===== src/rtl/nvdla_cdma_csb_req_bridge.sv =====
// CSB request bridge into the CDMA single register file; partial writes run as read-modify-write.
// Define NVDLA_CDMA_CSB_STRICT_DECODE_EN to restrict decode to offsets 0x000-0x00C.
module nvdla_cdma_csb_req_bridge (
    input  logic        nvdla_core_clk,
    input  logic        nvdla_core_rstn,
    input  logic        csb2cdma_req_pvld,
    output logic        csb2cdma_req_prdy,
    input  logic [62:0] csb2cdma_req_pd,
    output logic        cdma2csb_resp_valid,
    output logic [33:0] cdma2csb_resp_pd,
    output logic [11:0] reg_offset,
    output logic [31:0] reg_wr_data,
    output logic        reg_wr_en,
    input  logic [31:0] reg_rd_data
);

    typedef enum logic [1:0] {
        IDLE  = 2'd0,
        EXEC  = 2'd1,
        MERGE = 2'd2,
        RESP  = 2'd3
    } state_e;

    state_e      state_q, state_d;
    logic [31:0] wdat_q, wdat_d;
    logic        write_q, write_d;
    logic        nposted_q, nposted_d;
    logic [3:0]  wrbe_q, wrbe_d;
    logic        hit_q, hit_d;
    logic [11:0] reg_offset_q, reg_offset_d;
    logic [31:0] reg_wr_data_q, reg_wr_data_d;
    logic        reg_wr_en_q, reg_wr_en_d;
    logic        resp_valid_q, resp_valid_d;
    logic [33:0] resp_pd_q, resp_pd_d;

    logic [21:0] req_addr;
    logic [31:0] req_wdat;
    logic        req_write;
    logic        req_nposted;
    logic [3:0]  req_wrbe;
    logic        req_hit;
    logic [31:0] merged;
    logic        unused_pd_bits;

    assign req_addr    = csb2cdma_req_pd[21:0];
    assign req_wdat    = csb2cdma_req_pd[53:22];
    assign req_write   = csb2cdma_req_pd[54];
    assign req_nposted = csb2cdma_req_pd[55];
    assign req_wrbe    = csb2cdma_req_pd[60:57];
    assign unused_pd_bits = ^{csb2cdma_req_pd[62:61], csb2cdma_req_pd[56]};

    // Byte address bits [23:12] select the window; strict mode also bounds the offset.
    assign req_hit = (req_addr[21:10] == 12'h005)
`ifdef NVDLA_CDMA_CSB_STRICT_DECODE_EN
                     && (req_addr[9:2] == 8'h00)
`endif
                     ;

    always_comb begin
        merged = reg_rd_data;
        for (int i = 0; i < 4; i++) begin
            if (wrbe_q[i]) begin
                merged[8*i +: 8] = wdat_q[8*i +: 8];
            end
        end
    end

    always_comb begin
        state_d       = state_q;
        wdat_d        = wdat_q;
        write_d       = write_q;
        nposted_d     = nposted_q;
        wrbe_d        = wrbe_q;
        hit_d         = hit_q;
        reg_offset_d  = reg_offset_q;
        reg_wr_data_d = reg_wr_data_q;
        reg_wr_en_d   = 1'b0;
        resp_pd_d     = resp_pd_q;
        unique case (state_q)
            IDLE: begin
                if (csb2cdma_req_pvld) begin
                    wdat_d       = req_wdat;
                    write_d      = req_write;
                    nposted_d    = req_nposted;
                    wrbe_d       = req_wrbe;
                    hit_d        = req_hit;
                    reg_offset_d = {req_addr[9:0], 2'b00};
                    // Full-word writes strobe in EXEC, so launch them on acceptance.
                    if (req_write && req_hit && (req_wrbe == 4'hF)) begin
                        reg_wr_en_d   = 1'b1;
                        reg_wr_data_d = req_wdat;
                    end
                    state_d = EXEC;
                end
            end
            EXEC: begin
                if (!write_q) begin
                    resp_pd_d = {1'b0, ~hit_q, hit_q ? reg_rd_data : 32'h0};
                    state_d   = RESP;
                end else if (hit_q && (wrbe_q != 4'h0) && (wrbe_q != 4'hF)) begin
                    reg_wr_en_d   = 1'b1;
                    reg_wr_data_d = merged;
                    state_d       = MERGE;
                end else begin
                    resp_pd_d = {1'b1, ~hit_q, 32'h0};
                    state_d   = nposted_q ? RESP : IDLE;
                end
            end
            MERGE: begin
                resp_pd_d = {2'b10, 32'h0};
                state_d   = nposted_q ? RESP : IDLE;
            end
            RESP: begin
                state_d = IDLE;
            end
        endcase
        resp_valid_d = (state_d == RESP);
    end

    always_ff @(posedge nvdla_core_clk or negedge nvdla_core_rstn) begin
        if (!nvdla_core_rstn) begin
            state_q       <= IDLE;
            wdat_q        <= 32'h0;
            write_q       <= 1'b0;
            nposted_q     <= 1'b0;
            wrbe_q        <= 4'h0;
            hit_q         <= 1'b0;
            reg_offset_q  <= 12'h0;
            reg_wr_data_q <= 32'h0;
            reg_wr_en_q   <= 1'b0;
            resp_valid_q  <= 1'b0;
            resp_pd_q     <= 34'h0;
        end else begin
            state_q       <= state_d;
            wdat_q        <= wdat_d;
            write_q       <= write_d;
            nposted_q     <= nposted_d;
            wrbe_q        <= wrbe_d;
            hit_q         <= hit_d;
            reg_offset_q  <= reg_offset_d;
            reg_wr_data_q <= reg_wr_data_d;
            reg_wr_en_q   <= reg_wr_en_d;
            resp_valid_q  <= resp_valid_d;
            resp_pd_q     <= resp_pd_d;
        end
    end

    assign csb2cdma_req_prdy   = (state_q == IDLE);
    assign cdma2csb_resp_valid = resp_valid_q;
    assign cdma2csb_resp_pd    = resp_pd_q;
    assign reg_offset          = reg_offset_q;
    assign reg_wr_data         = reg_wr_data_q;
    assign reg_wr_en           = reg_wr_en_q;

endmodule


===== config.mk =====
export PLATFORM = sky130hd
export DESIGN_NAME = nvdla_cdma_csb_req_bridge
export DESIGN_NICKNAME = d
export VERILOG_FILES = /design/src/rtl/nvdla_cdma_csb_req_bridge.sv
export SDC_FILE = /design/constraint.sdc
export NUM_CORES = 1
export LEC_CHECK = 0
export ABC_AREA = 1
export CORE_MARGIN = 5
export CORE_UTILIZATION = 43
export DETAILED_ROUTE_END_ITERATION = 6
export PLACE_DENSITY = 0.79
export SETUP_SLACK_MARGIN = 0.15
export SYNTH_ARGS = -nofsm -noshare
export SYNTH_HDL_FRONTEND = slang
export SYNTH_SLANG_ARGS = --single-unit
export TNS_END_PERCENT = 50

===== constraint.sdc =====
create_clock -name nvdla_core_clk -period 1.4 [get_ports nvdla_core_clk]
set_clock_uncertainty 0.05 [all_clocks]
set_input_delay 0.21 -clock nvdla_core_clk [delete_from_list [all_inputs] [get_ports nvdla_core_clk]]
set_output_delay 0.21 -clock nvdla_core_clk [all_outputs]
set_load 0.01 [all_outputs]

Yosys cells after proc, flatten, opt, wreduce, memory -nomap -nowiden. Index checks and enable logic that the tools add are counted.

Equal/unequal tests: 12. Bitwise gates (word level): 1. Mux-type cells: 23. Reductions and logical operators: 11.

Operator list (count): two-way mux 32 bit (5); two-way mux 34 bit (2); one-hot mux 34 bit (2 select lines) (1); one-hot mux 32 bit (2 select lines) (1); two-way mux 8 bit (4); equality test 12 x 3 -> 1 bit, second input constant (1); two-way mux 2 bit (4); one-hot mux 2 bit (4 select lines) (1); equality test 2 bit, second input constant (3); != test 2 bit, second input constant (3); AND reduction 5 bit (1); equality test 4 bit, second input constant (1); logical AND 1 bit (4); two-way mux 1 bit (4); != test 4 bit, second input constant (1); AND reduction 2 bit (2); nonzero test 2 bit (2); nonzero test 4 bit (1); != test 3 bit, second input constant (1); equality test 2 x 1 -> 1 bit, second input constant (1); logical NOT 2 bit (1); != test 2 x 1 -> 1 bit, second input constant (1); one-hot mux 1 bit (2 select lines) (1); inverter 1 bit (1).

Flip-flop bits (word level): 119. Output and inout bits: 81.

Longest topological paths before layout. Gate-level depths: netlist of the first run.

Word-level depth: 7. Gate-level depth with buffers: 9. Mapped depth without buffers: 8.

Least setup slack after synthesis of the first run. No wires, ideal clock.

Path type: reg-to-reg. Start: register state_q[0]. End: register reg_wr_data_q[0] (netlist: reg_wr_data[0]). Clock period less this slack: 1.426 ns. Arrival: 1.260 ns. Cell stages (with the launch flop): 9. Required time: 1.233 ns. Slack: -0.026 ns. Path buffers: 2. Path through: dfrtp_1 > buf_2 > inv_4 > nand2_4 > nor2_8 > nand4_4 > clkbuf_1 > nand3_1 > nand2_1.

Cells in the longest elaborated chain, start to end: 3.

RTL lines: start: declaration (line 24) `state_e state_q, state_d;`; start signal: assignment (line 134) `state_q <= state_d;`; equality test 2 x 1 -> 1 bit or logical NOT 2 bit (tied branches) (line 79) `unique case (state_q)`; != test 2 bit (no line), or another cell as far along; AND reduction 5 bit (no line); end signal: assignment (line 141) `reg_wr_data_q <= reg_wr_data_d;`; end: declaration (line 31) `logic [31:0] reg_wr_data_q, reg_wr_data_d;`.

Parallel ways exist; a longest one is shown, timed or not. A chain may end at the register's enable or synchronous reset.

Worst setup path in the final report of the first run.
Start: register state_q[1]. End: register reg_wr_data_q[14] (netlist: reg_wr_data[14]).

Same word-level chain as after synthesis.

==> metrics, run 1 <==
area leader, netlist sky130_fd_sc_hd__dfrtp_1; leading cell type in the layout, fill and taps excluded sky130_fd_sc_hd__nand2_1; Routed wire per std cell 16.8 um; number of fillers in the final layout 1093; Port Buf Inserts 173; simple-gate share of the synthesized area 31.0%; layout net count 1075; die area 0.0162 mm^2; Worst EP arrival 1.77 ns; Total Wirelength 19500 um; Synth cell types 25; adder and majority gate portion of the synthesized area 0%; sort of element at the end of the critical path flop; Cell Rows 42; maximum number of pins on one net before global-route repair 68; number of buffers on the longest clock path 2; worst path setup slack after routing -0.131 ns; antenna violations before repair 0; ANT cells 0; maximum operating frequency 0.653 GHz; vias in the first global route 5797; Static Leakage 0.00467 uW; Clk Tree Root Cell sky130_fd_sc_hd__clkbuf_16; unrepaired setup endpoints after global routing yes; Layout Area Growth over Synthesis 53.9%; latest clock arrival within the worst-skew pair 0.42 ns; iteration count of the initial detailed-routing pass 5; Crit path largest cell delay 0.40 ns; highest ir drop seen on vdd 0.00128 V; post-layout util 68.0%; aggregate global routing overflow 0; TritonCTS clock tree yes; H-tree depth reported by CTS 4; crit path time final 1.53 ns; highest-count cells in the layout ignoring fill and taps 240 x sky130_fd_sc_hd__nand2_1, 117 x sky130_fd_sc_hd__dfrtp_1, 93 x sky130_fd_sc_hd__clkdlybuf4s50_1, 77 x sky130_fd_sc_hd__buf_2, 71 x sky130_fd_sc_hd__inv_1; CP cell instances buf_6, nor2_4, buf_6, clkbuf_16, o21ai_0, nand2_1, nand2_1; IO Pins 179; outcome finished with violations; share of post-route cells with drive strength above 1 27.0%; Final setup viols 66; floorplan die width 127 um; drt initial violations 726; RD Place Congestion 0.868; GRT Util Overall 22.8%; path type of the worst min-delay path in2async; total clock buffers created by CTS 17; post-detail-place hpwl 12600 um; Power Density 2320 mW/mm^2; Seq/Total Area, Yosys 50.5%; initial core utilization 44.2%; number of nets still failing antenna checks after routing 0; ratio of routed vias to standard cells 5.24; synthesized-area fraction occupied by xor and xnor cells 0%; Setup WS pre-CTS -0.388 ns; Synth Area in Compound Gates 8.68%; first-pass GRT wire length 29500 um; core box area 0.0133 mm^2; post-synthesis mux area share 0%; Hold Violations, Final 0; combinational family with the most area after synthesis simple AND/OR/NAND/NOR gates; FF-to-FF setup slack -0.13 ns; via count 6108; total of warnings raised by yosys 0; category of the critical setup timing path reg2reg; height of the die 127 um; Yosys top cell area share 50.5%; number of max-slew violations in the final report 0; cell types with the largest area share after synthesis sky130_fd_sc_hd__dfrtp_1 50%, sky130_fd_sc_hd__nand2_1 16%, sky130_fd_sc_hd__o21ai_0 8.4%, sky130_fd_sc_hd__nand3_1 5.9%, sky130_fd_sc_hd__inv_1 4.6%; post-synthesis cell count 762; post-synthesis instance area 0.00590 mm^2; slowest CP cell sky130_fd_sc_hd__dfrtp_1; violated checks setup timing; peak fanout along the critical path 5; startpoint kind of the worst setup timing path flop; CTS sink count 119; count of max-cap constraint violations 0; fin crit share 109%; Post-Syn Area per Cell 7.74 um^2; Placed Cells 1092; Required @ worst endpoint 1.64 ns; clock-pin slew on the worst setup and hold paths 0.05 ns; post-route insts no fill 1166; post-route DRC violation count 0; flip-flop and latch count after synthesis 119
report_power, final:
group,internal (uW),total (uW),switching [uW]
Sequential,5100,6150,1050
Clock,3250,4810,1550
Combinational,4540,10100,5560
Total,12900,21100,8170
critical path, delay by kind of cell (launching register included):
family | cells | cell delay, ns
AO/OA/AOI/OAI | 1 | 0.08
flip-flops | 1 | 0.40
AND/OR/NAND/NOR | 3 | 0.40
buffers and inverters | 3 | 0.49
metrics by stage:
stage	power (uW)	TNS, ns	instance area, um^2	hold slack, ns
2_1_floorplan	11300	0	6160	-0.136
6_report	21100	-1.61	9070	0.0828
4_1_cts	19900	-0.158	8690	0.0696
3_5_place_dp	15500	-17.72	8190	-0.0338
3_3_place_gp	15200	-15.76	8190	-0.0342
5_1_grt	22400	-8.54	9070	0.0852
cell usage after synthesis (all sizes together):
library cell  count
buf              30
nor2              9
clkbuf           28
a31oi             1
a21oi             2
nand4            34
o21ai            99
nand2           259
nand3            71
dfrtp           119
clkinv            1
conb              1
nor3             32
inv              76
registers in the layout, summed over array words and instances (netlist names), 2 cells and up:
signal            cells
cdma2csb_resp_pd     34
reg_offset           10
reg_wr_data          32
state_q               2
wdat_q               32
wrbe_q                4
path summary, 6_finish.rpt:
kind                         cells past startpoint         endpoint               start
max in group asynchronous                        3            hit_q     nvdla_core_rstn
min reg2reg                                      2    reg_offset[8]       reg_offset[8]
max reg2reg                                      7  reg_wr_data[14]          state_q[1]
max                                              7  reg_wr_data[14]          state_q[1]
min in group nvdla_core_clk                      3    reg_offset[8]  csb2cdma_req_pd[6]
min                                              2  reg_wr_data[26]     nvdla_core_rstn
layout make-up:
cell class	instances	area, um^2	area share, %
sequential	119	2980	32.8
clock buffer	24	512	5.64
tap	176	220	2.43
multi-input combinational	509	2610	28.7
clock inverter	8	140	1.54
inverter	77	300	3.31
timing repair buffer	253	2320	25.5
routing by layer:
| metal | track usage (%) | part of all wire, % | vias to the layer above |
|---|---|---|---|
| li1 | - | - | 2896 |
| met1 | 29.6 | 40 | 2870 |
| met2 | 36.2 | 49 | 295 |
| met3 | 5.55 | 7.5 | 47 |
| met4 | 10.2 | 3.2 | 0 |
| met5 | 0 | 0 | - |
cell families (layout without fill, tap and decap cells):
kind of cell / Yosys count / in the layout
AO/OA/AOI/OAI: 102 / 102
flip-flops: 119 / 119
buffers and inverters: 135 / 362
AND/OR/NAND/NOR: 405 / 405
other: 1 / 2
repair_timing:
action                                  4_1_cts  5_1_grt
gates cloned                                  0       12
pin swaps                                    10       11
endpoints found under the setup margin      196      123
setup buffers                                23        6
hold buffers                                  1        0
gates resized for setup                     336       56
endpoints found under the hold margin       119        0
Power figures use the tool's default switching activity.
==> inputs of run 2 (changes only) <==
Settings changed: CAP_MARGIN set to 20, CTS_CLUSTER_DIAMETER set to 100, SKIP_CTS_REPAIR_TIMING set to 1.
==> metrics, run 2 (same netlist as run 1, synthesis figures left out) <==
path type of the worst min-delay path in2async (unchanged); Setup TNS Final -1.50 ns (was -1.61 ns); violated checks setup timing (unchanged); share of total power in sequential cells 30.2% (was 29.2%); category of the critical setup timing path reg2reg (unchanged); P_sw 7990 uW (was 8170 uW); drt initial violations 597 (was 726); via count 5966 (was 6108); Total Wirelength 18800 um (was 19500 um); highest-count cells in the layout ignoring fill and taps 236 x sky130_fd_sc_hd__nand2_1, 118 x sky130_fd_sc_hd__dfrtp_1, 93 x sky130_fd_sc_hd__clkdlybuf4s50_1, 83 x sky130_fd_sc_hd__o21ai_0, 72 x sky130_fd_sc_hd__inv_1 (was 240 x sky130_fd_sc_hd__nand2_1, 117 x sky130_fd_sc_hd__dfrtp_1, 93 x sky130_fd_sc_hd__clkdlybuf4s50_1, 77 x sky130_fd_sc_hd__buf_2, 71 x sky130_fd_sc_hd__inv_1); crit path time final 1.48 ns (was 1.53 ns); Placed Cells 1092 (unchanged); number of cells on the worst reg-to-reg path 8 (was 7); post-detail-place hpwl 12600 um (unchanged); fin crit share 105% (was 109%); CTS sink count 119 (unchanged); highest ir drop seen on vdd 0.00131 V (was 0.00128 V); clock network fraction of design power 23.4% (was 22.8%); net switching share of the total power 39.0% (was 38.8%); startpoint kind of the worst setup timing path flop (unchanged); Hold Violations, Final 0 (unchanged); Required @ worst endpoint 1.71 ns (was 1.64 ns); floorplan die width 127 um (unchanged); maximum number of pins on one net before global-route repair 68 (unchanged); ANT cells 0 (unchanged); leading cell type in the layout, fill and taps excluded sky130_fd_sc_hd__nand2_1 (unchanged); aggregate global routing overflow 0 (unchanged); TritonCTS clock tree yes (unchanged); GRT Util Overall 22.4% (was 22.8%); unrepaired setup endpoints after global routing yes (unchanged); Final setup viols 41 (was 66); sort of element at the end of the critical path flop (unchanged); worst path setup slack after routing -0.0755 ns (was -0.131 ns); total clock buffers created by CTS 17 (unchanged); die area 0.0162 mm^2 (unchanged); Port Buf Inserts 173 (unchanged); Power Density 2270 mW/mm^2 (was 2320 mW/mm^2); outcome finished with violations (unchanged); number of buffers on the longest clock path 2 (unchanged); peak fanout along the critical path 16 (was 5); antenna violations before repair 0 (unchanged); height of the die 127 um (unchanged); first-pass GRT wire length 28900 um (was 29500 um); Clk Tree Root Cell sky130_fd_sc_hd__clkbuf_16 (unchanged); clock-pin slew on the worst setup and hold paths 0.05 ns (about the same); initial core utilization 44.2% (unchanged); post-route DRC violation count 0 (unchanged); Routed wire per std cell 16.3 um (was 16.8 um); Cell Rows 42 (unchanged); vias in the first global route 5623 (was 5797); ratio of routed vias to standard cells 5.16 (was 5.24); H-tree depth reported by CTS 4 (unchanged); number of max-slew violations in the final report 0 (unchanged); count of max-cap constraint violations 0 (unchanged); flip-flop count of the largest register after layout 34 (unchanged); IO Pins 179 (unchanged); FF-to-FF setup slack -0.08 ns (was -0.13 ns); maximum operating frequency 0.678 GHz (was 0.653 GHz); Logic pwr share 46.4% (was 48.0%); RD Place Congestion 0.868 (unchanged); Worst EP arrival 1.78 ns (was 1.77 ns); Layout Area Growth over Synthesis 52.7% (was 53.9%); latest clock arrival within the worst-skew pair 0.42 ns (about the same); iteration count of the initial detailed-routing pass 5 (unchanged); post-layout util 67.5% (was 68.0%); share of post-route cells with drive strength above 1 25.2% (was 27.0%); Setup WS pre-CTS -0.388 ns (unchanged); number of nets still failing antenna checks after routing 0 (unchanged); core box area 0.0133 mm^2 (unchanged); post-route insts no fill 1156 (was 1166); internal power of the cells 12500 uW (was 12900 uW); Static Leakage 0.00473 uW (was 0.00467 uW); layout net count 1065 (was 1075)
## run 2: through the flow
| stage | power [uW] | instance area, um^2 | hold slack [ns] |
|---|---|---|---|
| CTS | 20400 | 8840 | -0.478 |
| detailed placement | 15500 | 8190 | -0.0338 |
| global route | 21900 | 9010 | 0.0851 |
| global placement | 15200 | 8190 | -0.0342 |
| floorplan | 11300 | 6160 | -0.136 |
| finish | 20500 | 9010 | 0.0826 |
## run 2: per-layer routing
metal | wire, um | vias to the layer above | GRT usage (%)
li1 | - | 2868 | -
met1 | 7830 | 2807 | 29.1
met2 | 9010 | 242 | 35.2
met3 | 1380 | 49 | 6.34
met4 | 630 | 0 | 9.59
met5 | 0 | - | 0
## run 2: final timing paths
check	startpoint	endpoint
max in group asynchronous	nvdla_core_rstn	hit_q
worst max register to register	state_q[1]	reg_wr_data[16]
worst min register to register	reg_offset[6]	reg_offset[6]
min in group nvdla_core_clk	csb2cdma_req_pd[6]	reg_offset[8]
worst min-delay path	nvdla_core_rstn	reg_wr_data[26]
worst max-delay path	state_q[1]	reg_wr_data[16]
## run 2: area by class of cell
class	count	area, um^2
Timing Repair Buffer	243	2220
Tap cell	176	220
Fill cell	1114	4340
Inverter	77	298
Clock inverter	8	140
Clock buffer	24	512
Multi-Input combinational cell	509	2640
Sequential cell	119	2980
## run 2: power groups by stage
stage / sequential [uW] / clock, uW / combinational [uW]
floorplan: 6500 / 0 / 4770
global placement: 6190 / 0 / 9040
detailed placement: 6220 / 0 / 9250
CTS: 6210 / 4820 / 9350
global route: 6390 / 4980 / 10500
finish: 6180 / 4800 / 9510
## run 2: critical path, cell delays in order (launching register included)
cell and delay, ns:
sky130_fd_sc_hd__dfrtp_1 0.40, sky130_fd_sc_hd__buf_6 0.13, sky130_fd_sc_hd__nor2_4 0.16, sky130_fd_sc_hd__buf_6 0.18, sky130_fd_sc_hd__buf_12 0.14, sky130_fd_sc_hd__nand2_1 0.08
sky130_fd_sc_hd__o21ai_1 0.12, sky130_fd_sc_hd__nand2_1 0.10, sky130_fd_sc_hd__nand2_1 0.06
==> inputs of run 3 (changes only) <==
Settings changed: TNS_END_PERCENT 50 to 1.
==> metrics, run 3 (same netlist as run 1, synthesis figures left out) <==
TritonCTS clock tree yes (unchanged); sort of element at the end of the critical path flop (unchanged); Logic pwr share 43.7% (was 46.4%); path type of the worst min-delay path in2async (unchanged); unrepaired setup endpoints after global routing yes (unchanged); Cell Rows 42 (unchanged); clock network fraction of design power 22.9% (was 23.4%); Worst EP arrival 1.67 ns (was 1.78 ns); fin crit share 103% (was 105%); drt initial violations 367 (was 597); initial core utilization 44.2% (unchanged); maximum operating frequency 0.695 GHz (was 0.678 GHz); die area 0.0162 mm^2 (unchanged); latest clock arrival within the worst-skew pair 0.41 ns (was 0.42 ns); leading cell type in the layout, fill and taps excluded sky130_fd_sc_hd__nand2_1 (unchanged); number of buffers on the longest clock path 2 (unchanged); vias in the first global route 5604 (was 5623); count of max-cap constraint violations 0 (unchanged); core box area 0.0133 mm^2 (unchanged); internal power of the cells 11200 uW (was 12500 uW); minimum hold slack 0.177 ns (was 0.0826 ns); violated checks setup timing (unchanged); Total Wirelength 18000 um (was 18800 um); Routed wire per std cell 15.9 um (was 16.3 um); antenna violations before repair 0 (unchanged); RD Place Congestion 0.894 (was 0.868); aggregate global routing overflow 0 (unchanged); Layout Area Growth over Synthesis 42.9% (was 52.7%); first-pass GRT wire length 28400 um (was 28900 um); met2 Resource Use GR 35.8% (was 35.2%); maximum number of pins on one net before global-route repair 41 (was 68); Clk Tree Root Cell sky130_fd_sc_hd__clkbuf_16 (unchanged); peak fanout along the critical path 5 (was 16); DP Area 0.00801 mm^2 (was 0.00819 mm^2); net switching share of the total power 40.4% (was 39.0%); CTS sink count 119 (unchanged); crit path time final 1.44 ns (was 1.48 ns); fraction of met3 tracks used by global routing 7.14% (was 6.34%); ANT cells 0 (unchanged); Port Buf Inserts 173 (unchanged); iteration count of the initial detailed-routing pass 5 (unchanged); share of total power in sequential cells 33.4% (was 30.2%); category of the critical setup timing path reg2reg (unchanged); clock-pin slew on the worst setup and hold paths 0.05 ns (about the same); Hold Violations, Final 0 (unchanged); P_sw 7590 uW (was 7990 uW); IO Pins 179 (unchanged); height of the die 127 um (unchanged); Power Density 2230 mW/mm^2 (was 2270 mW/mm^2); H-tree depth reported by CTS 4 (unchanged); share of post-route cells with drive strength above 1 18.9% (was 25.2%); number of nets still failing antenna checks after routing 0 (unchanged); highest-count cells in the layout ignoring fill and taps 241 x sky130_fd_sc_hd__nand2_1, 119 x sky130_fd_sc_hd__dfrtp_1, 93 x sky130_fd_sc_hd__clkdlybuf4s50_1, 75 x sky130_fd_sc_hd__o21ai_0, 72 x sky130_fd_sc_hd__inv_1 (was 236 x sky130_fd_sc_hd__nand2_1, 118 x sky130_fd_sc_hd__dfrtp_1, 93 x sky130_fd_sc_hd__clkdlybuf4s50_1, 83 x sky130_fd_sc_hd__o21ai_0, 72 x sky130_fd_sc_hd__inv_1); Static Leakage 0.00443 uW (was 0.00473 uW); total clock buffers created by CTS 17 (unchanged); ratio of routed vias to standard cells 5.08 (was 5.16); highest ir drop seen on vdd 0.000997 V (was 0.00131 V); flip-flop count of the largest register after layout 34 (unchanged); via count 5732 (was 5966); startpoint kind of the worst setup timing path flop (unchanged); floorplan die width 127 um (unchanged); post-route DRC violation count 0 (unchanged); layout net count 1037 (was 1065); Required @ worst endpoint 1.64 ns (was 1.71 ns); most congested layer reported by global routing met2 (unchanged); number of fillers in the final layout 1186 (was 1114); post-layout instance area 0.00843 mm^2 (was 0.00901 mm^2); worst path setup slack after routing -0.0388 ns (was -0.0755 ns); outcome finished with violations (unchanged); Setup TNS Final -0.300 ns (was -1.50 ns); number of cells on the worst reg-to-reg path 7 (was 8); post-detail-place hpwl 12900 um (was 12600 um); GRT Util Overall 22.0% (was 22.4%); met1 routing resource usage after global routing 28.4% (was 29.1%); number of max-slew violations in the final report 0 (unchanged); Final setup viols 26 (was 41)
run 3: critical path: stages, from the launching register on:
cell and delay [ns]:
sky130_fd_sc_hd__dfrtp_1 0.43, sky130_fd_sc_hd__nand2_1 0.08, sky130_fd_sc_hd__o21ai_1 0.07, sky130_fd_sc_hd__nand2_2 0.14, sky130_fd_sc_hd__nand3_4 0.16, sky130_fd_sc_hd__buf_4 0.20
sky130_fd_sc_hd__nand3_1 0.10, sky130_fd_sc_hd__nand3_1 0.10
run 3: power groups by stage:
stage | clock (uW) | sequential (uW) | combinational (uW)
after floorplan | 0 | 6420 | 4320
after global placement | 0 | 6150 | 8640
after detailed placement | 0 | 6190 | 8820
after CTS | 4350 | 6180 | 8890
after global routing | 4520 | 6460 | 9110
final | 4300 | 6270 | 8230
run 3: area by class of cell:
| cell class | count | area, um^2 | share of cell area, % |
|---|---|---|---|
| Sequential cell | 119 | 2980 | 35.3 |
| Multi-Input combinational cell | 509 | 2470 | 29.3 |
| Timing Repair Buffer | 215 | 1880 | 22.3 |
| Clock buffer | 24 | 492 | 5.84 |
| Inverter | 77 | 294 | 3.49 |
| Tap cell | 176 | 220 | 2.61 |
| Clock inverter | 8 | 95.1 | 1.13 |
run 3: final timing paths:
| check | slack (ns) | from | endpoint |
|---|---|---|---|
| worst min-delay path | 0.18 | nvdla_core_rstn | cdma2csb_resp_pd[13] |
| min in group nvdla_core_clk | 0.29 | csb2cdma_req_pd[2] | reg_offset[4] |
| worst max-delay path | -0.04 | wrbe_q[0] | state_q[0] |
| worst max register to register | -0.04 | wrbe_q[0] | state_q[0] |
| max in group asynchronous | 0.64 | nvdla_core_rstn | reg_offset[7] |
| worst min register to register | 0.41 | reg_offset[5] | reg_offset[5] |
run 3: metal layers:
layer	vias up	share of wire [%]	wire length, um
li1	2812	-	-
met5	-	0	0
met1	2640	42	7560
met2	248	48	8590
met3	32	8.2	1470
met4	0	1.9	346
run 3: per-stage QoR:
| stage | utilization [%] | setup WS (ns) | total power, uW | instances |
|---|---|---|---|---|
| 5_1_grt | 63.1 | -0.143 | 20100 | 1128 |
| 3_3_place_gp | 60.0 | -0.299 | 14800 | 1095 |
| 6_report | 63.1 | -0.0388 | 18800 | 1128 |
| 3_5_place_dp | 60.0 | -0.329 | 15000 | 1095 |
| 2_1_floorplan | - | 0.0118 | 10700 | 763 |
| 4_1_cts | 64.4 | -0.485 | 19400 | 1127 |
